<file path="src/rtl/deserializer_pkg.sv">
// deserializer_pkg: shared constants and state encoding for the serial-to-parallel deserializer.
//   DES_DATA_W     - default parallel word width
//   DES_FIFO_DEPTH - default output buffer depth (power of two, >= 2)
//   des_state_e    - assembler FSM states (ST_PARITY only reachable when DES_PARITY_EN is defined)
package deserializer_pkg;

  localparam int unsigned DES_DATA_W     = 8;
  localparam int unsigned DES_FIFO_DEPTH = 4;

  typedef enum logic [1:0] {
    ST_IDLE   = 2'd0,
    ST_SHIFT  = 2'd1,
    ST_PARITY = 2'd2
  } des_state_e;

endpackage

</file>
<file path="src/rtl/des_fifo.sv">
// des_fifo: synchronous FIFO holding assembled words.
//   clk, rst_n   - clock, async active-low reset (clears contents, pointers and occupancy)
//   push, wdata  - write request and data; accepted when not full, or when full and popping
//   pop          - read request; ignored when empty
//   rdata        - entry at the head of the queue
//   full, empty  - occupancy status
module des_fifo #(
  parameter int unsigned WIDTH = 8,
  parameter int unsigned DEPTH = 4
) (
  input  logic             clk,
  input  logic             rst_n,
  input  logic             push,
  input  logic [WIDTH-1:0] wdata,
  input  logic             pop,
  output logic [WIDTH-1:0] rdata,
  output logic             full,
  output logic             empty
);

  localparam int unsigned PTR_W = (DEPTH > 1) ? $clog2(DEPTH) : 1;
  localparam int unsigned CNT_W = PTR_W + 1;

  logic [WIDTH-1:0] mem_q [DEPTH];
  logic [WIDTH-1:0] mem_d [DEPTH];
  logic [PTR_W-1:0] wr_ptr_q, wr_ptr_d;
  logic [PTR_W-1:0] rd_ptr_q, rd_ptr_d;
  logic [CNT_W-1:0] count_q, count_d;
  logic             wr_en;
  logic             rd_en;

  assign full  = (count_q == CNT_W'(DEPTH));
  assign empty = (count_q == '0);
  assign rdata = mem_q[rd_ptr_q];

  // A push into a full buffer is only legal when the head leaves in the same cycle.
  assign wr_en = push && (!full || pop);
  assign rd_en = pop && !empty;

  // Pointer and occupancy update; pointers wrap naturally at the power-of-two depth.
  always_comb begin
    mem_d    = mem_q;
    wr_ptr_d = wr_ptr_q;
    rd_ptr_d = rd_ptr_q;
    count_d  = count_q;
    if (wr_en) begin
      mem_d[wr_ptr_q] = wdata;
      wr_ptr_d        = wr_ptr_q + PTR_W'(1);
    end
    if (rd_en) begin
      rd_ptr_d = rd_ptr_q + PTR_W'(1);
    end
    count_d = count_q + CNT_W'(wr_en) - CNT_W'(rd_en);
  end

  always_ff @(posedge clk or negedge rst_n) begin
    if (!rst_n) begin
      for (int i = 0; i < int'(DEPTH); i++) begin
        mem_q[i] <= '0;
      end
      wr_ptr_q <= '0;
      rd_ptr_q <= '0;
      count_q  <= '0;
    end else begin
      mem_q    <= mem_d;
      wr_ptr_q <= wr_ptr_d;
      rd_ptr_q <= rd_ptr_d;
      count_q  <= count_d;
    end
  end

endmodule

</file>
<file path="src/rtl/deserializer.sv">
// deserializer: assembles LSB-first serial bits into DATA_W-bit words and queues them.
//   clk, rst_n          - clock, async active-low reset
//   ser_data, ser_valid - serial bit and its qualifier
//   frame_start         - marks the qualified bit as bit 0 of a new word (restarts any partial word)
//   par_data, par_valid - head of the output buffer and non-empty flag
//   par_ready           - consumer accept; pops when par_valid is high
//   overflow            - sticky: a completed word was dropped because the buffer was full
//   parity_err          - one-cycle pulse on an even-parity mismatch
// Optional feature: define DES_PARITY_EN to expect one even-parity bit after each word.
module deserializer
  import deserializer_pkg::*;
#(
  parameter int unsigned DATA_W     = DES_DATA_W,
  parameter int unsigned FIFO_DEPTH = DES_FIFO_DEPTH
) (
  input  logic              clk,
  input  logic              rst_n,
  input  logic              ser_data,
  input  logic              ser_valid,
  input  logic              frame_start,
  output logic [DATA_W-1:0] par_data,
  output logic              par_valid,
  input  logic              par_ready,
  output logic              overflow,
  output logic              parity_err
);

  localparam int unsigned CNT_W = $clog2(DATA_W);
  localparam logic [CNT_W-1:0] LAST_IDX = CNT_W'(DATA_W - 1);

  des_state_e        state_q, state_d;
  logic [CNT_W-1:0]  cnt_q, cnt_d;
  logic [DATA_W-1:0] word_q, word_d;
  logic              overflow_q, overflow_d;
  logic              push_c;
  logic [DATA_W-1:0] push_data_c;
  logic              pop_c;
  logic              fifo_full;
  logic              fifo_empty;
`ifdef DES_PARITY_EN
  logic              parity_err_q, parity_err_d;
`endif

  // Word assembly FSM; frame_start always wins and restarts at bit 0.
  always_comb begin
    state_d     = state_q;
    cnt_d       = cnt_q;
    word_d      = word_q;
    push_c      = 1'b0;
    push_data_c = word_q;
`ifdef DES_PARITY_EN
    parity_err_d = 1'b0;
`endif
    if (ser_valid) begin
      if (frame_start) begin
        state_d = ST_SHIFT;
        cnt_d   = CNT_W'(1);
        word_d  = DATA_W'(ser_data);
      end else begin
        case (state_q)
          ST_SHIFT: begin
            word_d[cnt_q] = ser_data;
            if (cnt_q == LAST_IDX) begin
              cnt_d = '0;
`ifdef DES_PARITY_EN
              state_d = ST_PARITY;
`else
              state_d     = ST_IDLE;
              push_c      = 1'b1;
              push_data_c = word_d;
`endif
            end else begin
              cnt_d = cnt_q + CNT_W'(1);
            end
          end
`ifdef DES_PARITY_EN
          // Even parity: the parity bit equals the XOR of the data bits.
          ST_PARITY: begin
            state_d = ST_IDLE;
            if (ser_data == ^word_q) begin
              push_c = 1'b1;
            end else begin
              parity_err_d = 1'b1;
            end
          end
`endif
          ST_IDLE: begin
          end
          default: begin
            state_d = ST_IDLE;
            cnt_d   = '0;
          end
        endcase
      end
    end
  end

  assign pop_c      = !fifo_empty && par_ready;
  assign overflow_d = overflow_q | (push_c && fifo_full && !pop_c);

  always_ff @(posedge clk or negedge rst_n) begin
    if (!rst_n) begin
      state_q    <= ST_IDLE;
      cnt_q      <= '0;
      word_q     <= '0;
      overflow_q <= 1'b0;
    end else begin
      state_q    <= state_d;
      cnt_q      <= cnt_d;
      word_q     <= word_d;
      overflow_q <= overflow_d;
    end
  end

`ifdef DES_PARITY_EN
  always_ff @(posedge clk or negedge rst_n) begin
    if (!rst_n) begin
      parity_err_q <= 1'b0;
    end else begin
      parity_err_q <= parity_err_d;
    end
  end
  assign parity_err = parity_err_q;
`else
  assign parity_err = 1'b0;
`endif

  des_fifo #(
    .WIDTH (DATA_W),
    .DEPTH (FIFO_DEPTH)
  ) u_fifo (
    .clk   (clk),
    .rst_n (rst_n),
    .push  (push_c),
    .wdata (push_data_c),
    .pop   (pop_c),
    .rdata (par_data),
    .full  (fifo_full),
    .empty (fifo_empty)
  );

  assign par_valid = !fifo_empty;
  assign overflow  = overflow_q;

endmodule

</file>
<file path="config.mk">
export PLATFORM = sky130hd
export DESIGN_NAME = deserializer
export DESIGN_NICKNAME = d
export VERILOG_FILES = /design/src/rtl/deserializer_pkg.sv /design/src/rtl/des_fifo.sv /design/src/rtl/deserializer.sv
export SDC_FILE = /design/constraint.sdc
export NUM_CORES = 1
export LEC_CHECK = 0
export BUFFER_PORTS_ARGS = -buffer_cell sky130_fd_sc_hd__buf_2
export CAP_MARGIN = 5
export CORE_AREA = 2 2 107 109
export DETAILED_ROUTE_END_ITERATION = 8
export DIE_AREA = 0 0 109 111
export GPL_ROUTABILITY_DRIVEN = 1
export GPL_TIMING_DRIVEN = 0
export PLACE_DENSITY = 0.46
export SLEW_MARGIN = 40
export SYNTH_ARGS = -nofsm -noshare
export SYNTH_HDL_FRONTEND = slang
export SYNTH_SLANG_ARGS = --single-unit
</file>
<file path="constraint.sdc">
create_clock -name clk -period 2.6 [get_ports clk]
set_input_delay 0.78 -clock clk [delete_from_list [all_inputs] [get_ports clk]]
set_output_delay 0.78 -clock clk [all_outputs]
set_load 0.02 [all_outputs]
</file>
==> results of run 1 <==
[final timing paths]
| path | from | to | slack (ns) |
|---|---|---|---|
| setup / recovery | u_fifo.rd_ptr_q[1] | par_data[5] | 0.06 |
| hold / removal | overflow | overflow | 0.47 |
| setup reg to reg | u_fifo.count_q[1] | u_fifo.count_q[2] | 0.47 |
| hold reg to reg | overflow | overflow | 0.47 |
| max in group asynchronous | rst_n | word_q[5] | 1.62 |
| min in group asynchronous | rst_n | u_fifo.wr_ptr_q[0] | 0.53 |
[layout make-up]
cell class              instances  area, um^2
clock buffers                   5       125.1
multi-input cells             116        1240
clock inverters                 3       42.54
well taps                     143       178.9
fillers                      1129        7998
plain buffers                  12       83.83
flip-flops and latches         52        1301
inverters                       8       30.03
repair buffers                 15       77.57
[layer usage]
metal / vias up / track usage [%]
li1: 726 / -
met1: 798 / 13.78
met2: 27 / 14.45
met3: 7 / 2.587
met4: 0 / 3.504
met5: - / 0
[cells in the mapped netlist (all sizes together)]
library cell / count
nand3: 3
o21ai: 2
buf: 7
xnor2: 4
dfrtp: 52
mux2: 41
nor2: 1
o31a: 1
or4b: 1
o22ai: 2
a22o: 2
and3b: 1
fa: 1
o21a: 2
nor2b: 7
nor3b: 4
inv: 8
mux4: 8
or3: 1
ha: 8
a221o: 6
nand4: 4
nand3b: 3
nor3: 1
conb: 1
and3: 2
clkbuf: 5
o21bai: 1
nand2: 6
a211oi: 1
xor2: 1
a21bo: 1
[sequential cells by signal (all words and copies together), names as in the netlist]
name	cells
cnt_q	3
u_fifo.rd_ptr_q	2
word_q	8
u_fifo.wr_ptr_q	2
u_fifo.mem_q	32
overflow	1
state_q	1
u_fifo.count_q	3
[report_power, final]
| group | internal [uW] | total (uW) | switching [uW] |
|---|---|---|---|
| clock network | 453 | 752 | 300 |
| logic | 279 | 617 | 338 |
| registers | 905 | 973 | 68.3 |
| total | 1640 | 2340 | 706 |
[kinds of logic after synthesis]
kind of cell	Yosys count	synth area share (%)
other cells	1	0.1412
compound gates	18	5.655
mux	49	24.32
simple gates	34	10.41
fa+ha+maj	9	4.524
xor+xnor	5	1.649
buf+inv	20	4.288
flops	52	49.01
[through the flow]
stage                     instances  worst slack (ns)  utilization [%]  power, uW
final                           354           0.05649            27.80       2342
after CTS                       354           0.01992            27.80       2382
after global routing            354          0.007608            27.80       2482
after floorplan                 188            0.2701                -       1457
after global placement          346           0.04874            26.26       1606
after detailed placement        346           0.07602            26.28       1625
[critical path: cells and delay by family (launching register included)]
family | cells | cell delay, ns
flip-flops | 1 | 0.32
buffers and inverters | 2 | 0.73
multiplexers | 1 | 0.43
==> results.cfg, run 1 <==
[routing]
drc = 0
vias = 1558
wl_met3_um = 209
maxUsedRoutingLayer = met4
wl_per_cell_um = 15.43
dr.first_iter.drc_count = 67
wl_met1_mm = 2.694
drtAntennaViolNets = 0
routed_wl_mm = 5.463
wl_met2_mm = 2.464
viasPerCell = 4.401
drt_first_pass_iters = 4

[sta]
setup_violations = 0
slew_viol_final = 0
whs_ns = 0.4749
fin_skew_ns = 0.007644
fmax_mhz = 393.2
final_hold_viol_count = 0
fin_crit_ns = 2.544
min_period_over_period_pct = 97.83
rsz0062_at_grt = no
slew_headroom_pct = 51.49
worst_pin_slew_ns = 0.7276
fin_tns_setup_ns = 0

[min_path]
hp-class = register to register
hold_depth = 1

[clock_network]
root_buffer = clkbuf_16
clk_latency_ns = 0.29
clk_pin_slew_worst_paths_ns = 0.07
cts_setup_buffers = 0
hold_buffers = 0
cts.sinks = 52
clockBufferDepth = 2
cts_buffers = 5
cts_tree = done
cts_resized = 0
h-tree-depth = 2

[setup_path]
end_kind = output pin
path_class = register to output pin
ff2ff_path_depth = 8
slowest_delay_ns = 0.55
cp_slowest_cell = buf_1
worstPathCellList = buf_1, mux4_2, buf_2
cp_max_fo = 9
cp-start-kind = register
worstPathRequired_ns = 1.82
critPathArrivalTime_ns = 1.76

[placed_design]
postPlaceCellArea_um2 = 2912
dp_hpwl_mm = 3.542
place.gp.congestion = 0.6921
portBuffers = 15

[logic_synthesis]
ys_ff_latch = 52
yosys-top-cells-area = dfrtp_1 (49%), mux2_2 (17%), mux4_2 (6.8%), ha_1 (3.8%), nand4_4 (3.2%)
synth.net_count = 203
synth_area_um2 = 2655
syn_inst = 188
synth.top_cell.area_share_pct = 49.01
synth_top_area_cell = dfrtp_1
ys_warn_count = 0
ys_seq_area_share_pct = 49.01
synth_cell_types = 38
syn_avg_cell_area_um2 = 14.12

[layout]
diodes = 0
drive_gt1_share_pct = 42.18
area_growth_pct = 15.98
nets = 225
final_common_cell = dfrtp_1
layout_common_cells = dfrtp_1 (52), mux2_2 (40), buf_2 (16)
final_cell_area_um2 = 3079

[power_and_ir_drop]
irDropWorstVdd_mv = 0.2975
p_leak_uw = 0.001423
pwr_density_cell_nw_per_um2 = 760.5

[die]
ioPinCount = 17
rows = 39
die_height_um = 111
die_area_um2 = 12100
initial_core_util_pct = 23.97
core_um2 = 11080
die_x_um = 109

[global_routing]
grt_max_degree = 53
grt_usage_pct = 9.810
grt_first_pass_wirelength_mm = 8.970
grt_pass1_vias = 1646
antenna_found_initial = 0
grt_overflow = 0

[outcome]
status = finished clean

[job]
drv_cap = 0
Note: power is estimated with default switching activity, not from simulation.
==> inputs of run 2 (changes only) <==
--- a/config.mk
+++ b/config.mk
@@ -13,6 +13,7 @@
 export GPL_ROUTABILITY_DRIVEN = 1
 export GPL_TIMING_DRIVEN = 0
 export PLACE_DENSITY = 0.46
+export REMOVE_ABC_BUFFERS = 1
 export SLEW_MARGIN = 40
 export SYNTH_ARGS = -nofsm -noshare
 export SYNTH_HDL_FRONTEND = slang
==> run 2 against run 1 <==
- routed wire length down 4.4%
- worst hold slack better by 0.012 ns
- via count down 2.8%
- setup slack better by 0.088 ns
- fmax up 3.6%
- power down 5.7%
- clock power down 13%
- critical endpoint is now u_fifo.count_q[2]
- largest power group unchanged
- highest routed layer unchanged
==> results.cfg, run 2 (synthesis results as in run 1) <==
[routing]
routed_wl_mm = 5.222
drc = 0
dr.first_iter.drc_count = 46
drtAntennaViolNets = 0
viasPerCell = 4.430
vias = 1515
wl_per_cell_um = 15.27
drt_first_pass_iters = 4

[sta]
postLayoutSetupSlackWorst_ns = 0.1443
setup_violations = 0
fmax_mhz = 407.2
worst_pin_slew_ns = 0.6893
final_hold_viol_count = 0
rsz0062_at_grt = no
whs_ns = 0.4866
fin_skew_ns = 0.005066
fin_tns_setup_ns = 0
fin_crit_ns = 2.456
slew_headroom_pct = 54.05
min_period_over_period_pct = 94.45
slew_viol_final = 0

[layout]
drive_gt1_share_pct = 41.71
largestRegisters = u_fifo.mem_q x32, word_q x8
regMostFlops = u_fifo.mem_q
largest_reg_flops = 32
nets = 213
utilization_pct = 26.89
register_area_um2 = 1303
num-fill-cells = 1134
diodes = 0
area_growth_pct = 12.21
final_common_cell = dfrtp_1
layout_common_cells = dfrtp_1 (51), mux2_2 (40), buf_2 (14)
multiInputGateArea_um2 = 1245

[placed_design]
dp_slack_ns = -0.2791
place.gp.congestion = 0.7011
dp_hpwl_mm = 3.431
portBuffers = 15

[job]
drv_cap = 0

[clock_network]
cts_tree = done
root_buffer = clkbuf_16
cts.sinks = 52
h-tree-depth = 2
hold_buffers = 0
cts_buffers = 5
clk_latency_ns = 0.29
clockBufferDepth = 2
clk_pin_slew_worst_paths_ns = 0.07

[die]
initial_core_util_pct = 23.97
die_x_um = 109
rows = 39
die_height_um = 111
core_um2 = 11080
die_area_um2 = 12100
ioPinCount = 17

[min_path]
hp-class = register to register

[power_and_ir_drop]
pwr_density_cell_nw_per_um2 = 741.0
total_power_uw = 2207
irDropWorstVdd_mv = 0.3018
p_leak_uw = 0.001362

[global_routing]
grt_overflow = 0
antenna_found_initial = 0
grt_max_degree = 53
grt_pass1_vias = 1593
grt_usage_pct = 9.614
grt_first_pass_wirelength_mm = 8.776

[outcome]
status = finished clean

[setup_path]
cp_max_fo = 18
worstPathRequired_ns = 2.81
end_kind = register
path_class = input port to register
cp-start-kind = input port
critPathArrivalTime_ns = 2.67
run 2: cell count changes in the layout (fill, tap and decap cells not counted), sizes merged:
cell | previous run | this run
clkbuf | 10 | 6
bufinv | 1 | 0
buf | 22 | 15
run 2: cell type report:
cell class              count  area share [%]
inverters                   8           1.008
clock inverters             2          0.5460
flip-flops and latches     52           43.72
repair buffers             15           2.604
well taps                 143           6.006
multi-input cells         116           41.79
clock buffers               6           4.326
run 2: what timing repair did:
item,4_1_cts,5_1_grt
buffers inserted,0,0
setup endpoints to repair,8,1
gates resized for setup,1,2
hold endpoints to repair,0,0
pin swaps,0,0
cloned,0,0
run 2: report_power, final:
group / switching, uW / total [uW] / internal, uW
registers: 171 / 1080 / 905
logic: 217 / 473 / 255
clock network: 299 / 658 / 359
total: 687 / 2210 / 1520
run 2: final timing paths:
path                       slack (ns)                  to       from  cells past startpoint
setup / recovery                 0.14   u_fifo.count_q[2]  ser_valid                      8
setup reg to reg                 0.24   u_fifo.count_q[2]   cnt_q[0]                      8
min in group asynchronous        0.51            cnt_q[2]      rst_n                      1
max in group asynchronous        1.58  u_fifo.rd_ptr_q[0]      rst_n                      1
hold / removal                   0.49            overflow   overflow                      1
hold reg to reg                  0.49            overflow   overflow                      1
run 2: through the flow:
| step | std cells | area, um^2 |
|---|---|---|
| floorplan | 176 | 2571 |
| global placement | 334 | 2825 |
| detailed placement | 334 | 2828 |
| CTS | 342 | 2974 |
| global route | 342 | 2979 |
| finish | 342 | 2979 |
run 2: worst max-delay path: stages:
cell     delay [ns]
buf_2          0.29
and3b_4        0.45
and3_4         0.26
ha_1           0.14
inv_1          0.04
fa_1           0.37
xnor2_1        0.19
xnor2_1        0.14
run 2: layer usage:
metal / up-vias / part of all wire, % / global-route usage [%]
li1: 708 / - / -
met1: 787 / 49 / 13.66
met2: 14 / 46 / 14.49
met3: 6 / 2.8 / 2.234
met4: 0 / 1.4 / 2.821
met5: - / 0 / 0
==> inputs of run 3 (changes only) <==
==> constraint.sdc (replaced) <==
create_clock -name clk -period 2.6 [get_ports clk]
set_input_delay 0.39 -clock clk [delete_from_list [all_inputs] [get_ports clk]]
set_output_delay 0.39 -clock clk [all_outputs]
set_load 0.02 [all_outputs]
==> run 3 against run 2 <==
- fmax grew 4.3%
- combinational power barely moved
- die area stayed put
- sequential power is essentially flat
- final cell count did not move
- worst hold slack worse by 0.36 ns
- cell area decreased by 0.13%
- critical path depth stayed put
- routed wire length grew 0.29%
- largest power group unchanged
==> results.cfg, run 3 (synthesis results as in run 1) <==
[global_routing]
antenna_found_initial = 0
grt_usage_pct = 9.614
grt_first_pass_wirelength_mm = 8.776
grt_pass1_vias = 1593
grt_max_degree = 53
grt_overflow = 0

[routing]
drtAntennaViolNets = 0
drc = 0
routed_wl_mm = 5.237
drt_first_pass_iters = 4
dr.first_iter.drc_count = 49
viasPerCell = 4.459
vias = 1525
wl_per_cell_um = 15.31

[job]
drv_cap = 0

[setup_path]
worstPathCellList = ha_1, ha_2, and3_4, ha_1, inv_1, fa_1, xnor2_1, xnor2_1
cp_max_fo = 11
cp-start-kind = register
slowest_delay_ns = 0.56
cp.depth = 8
cp_slowest_cell = dfrtp_1
worstPathRequired_ns = 2.81
path_buf_inv = 1
ff2ff_path_depth = 8
path_class = register to register
critPathArrivalTime_ns = 2.57
cp_top_family = adder cells
end_kind = register

[sta]
fmax_mhz = 424.5
worst_pin_slew_ns = 0.6911
whs_ns = 0.1250
fin_tns_setup_ns = 0
rsz0062_at_grt = no
setup_violations = 0
slew_viol_final = 0
min_period_over_period_pct = 90.60
fin_crit_ns = 2.356
fin_skew_ns = 0.005066
slew_headroom_pct = 53.93
final_hold_viol_count = 0

[layout]
utilization_pct = 26.86
area_growth_pct = 12.06
largest_reg_flops = 32
drive_gt1_share_pct = 41.21
regMostFlops = u_fifo.mem_q
largestRegisters = u_fifo.mem_q x32, word_q x8
layout_common_cells = dfrtp_1 (52), mux2_2 (40), buf_2 (14)
final_common_cell = dfrtp_1
diodes = 0
nets = 213

[placed_design]
place.gp.congestion = 0.7011
dp_hpwl_mm = 3.431
portBuffers = 15

[clock_network]
cts_tree = done
root_buffer = clkbuf_16
cts.sinks = 52
clk_latency_ns = 0.29
cts_buffers = 5
clk_pin_slew_worst_paths_ns = 0.07
h-tree-depth = 2
cts_setup_buffers = 0
clockBufferDepth = 2

[die]
initial_core_util_pct = 23.97
rows = 39
die_x_um = 109
die_height_um = 111
die_area_um2 = 12100
core_um2 = 11080
ioPinCount = 17

[power_and_ir_drop]
p_leak_uw = 0.001365
irDropWorstVdd_mv = 0.3011
pwr_density_cell_nw_per_um2 = 741.0

[outcome]
status = finished clean

[min_path]
hp-class = input port to asynchronous set/reset pin
run 3: cell types whose count changed in the layout (fill, tap and decap cells not counted):
cell,before,now
dfrtp_1,51,52
and3b_4,1,0
and3b_2,0,1
dfrtp_2,1,0
run 3: final timing paths:
check	from	end	slack [ns]
min in group clk	frame_start	cnt_q[1]	0.40
worst max register to register	cnt_q[0]	u_fifo.count_q[2]	0.24
worst max-delay path	cnt_q[0]	u_fifo.count_q[2]	0.24
max in group asynchronous	rst_n	u_fifo.mem_q[25]	2.00
worst min-delay path	rst_n	cnt_q[2]	0.12
worst min register to register	overflow	overflow	0.49
run 3: cell type report:
| type | count | area, um^2 |
|---|---|---|
| clock buffer | 6 | 128.9 |
| clock inverter | 2 | 16.27 |
| fill | 1133 | 8102 |
| inverter | 8 | 30.03 |
| multi-input combinational | 116 | 1242 |
| sequential | 52 | 1301 |
| tap | 143 | 178.9 |
| timing repair buffer | 15 | 77.57 |
run 3: power breakdown:
group	total [uW]	leakage (uW)	switching, uW	internal [uW]
Clock	658	0.0000671	299	359
Combinational	472	0.000600	217	255
Sequential	1070	0.000698	171	903
Total	2200	0.00136	687	1520
run 3: repair_timing:
| action | in CTS | in global routing |
|---|---|---|
| hold endpoints to repair | 0 | 0 |
| setup endpoints to repair | 0 | 1 |
| gates resized for setup | 0 | 1 |
| hold buffers | 0 | 0 |
run 3: through the flow:
stage	area [um^2]	instances	worst slack (ns)	total power [uW]
after detailed placement	2828	334	0.05138	1582
after CTS	2973	342	0.02665	2252
after global routing	2975	342	0.06081	2361
after global placement	2825	334	0.03440	1568
final	2975	342	0.2444	2205
after floorplan	2571	176	0.3402	1424
run 3: metal layers:
metal / vias up / GRT usage, % / wire length [um]
met2: 14 / 14.49 / 2440
li1: 707 / - / -
met5: - / 0 / 0
met1: 798 / 13.66 / 2576
met3: 6 / 2.234 / 145
met4: 0 / 2.821 / 74
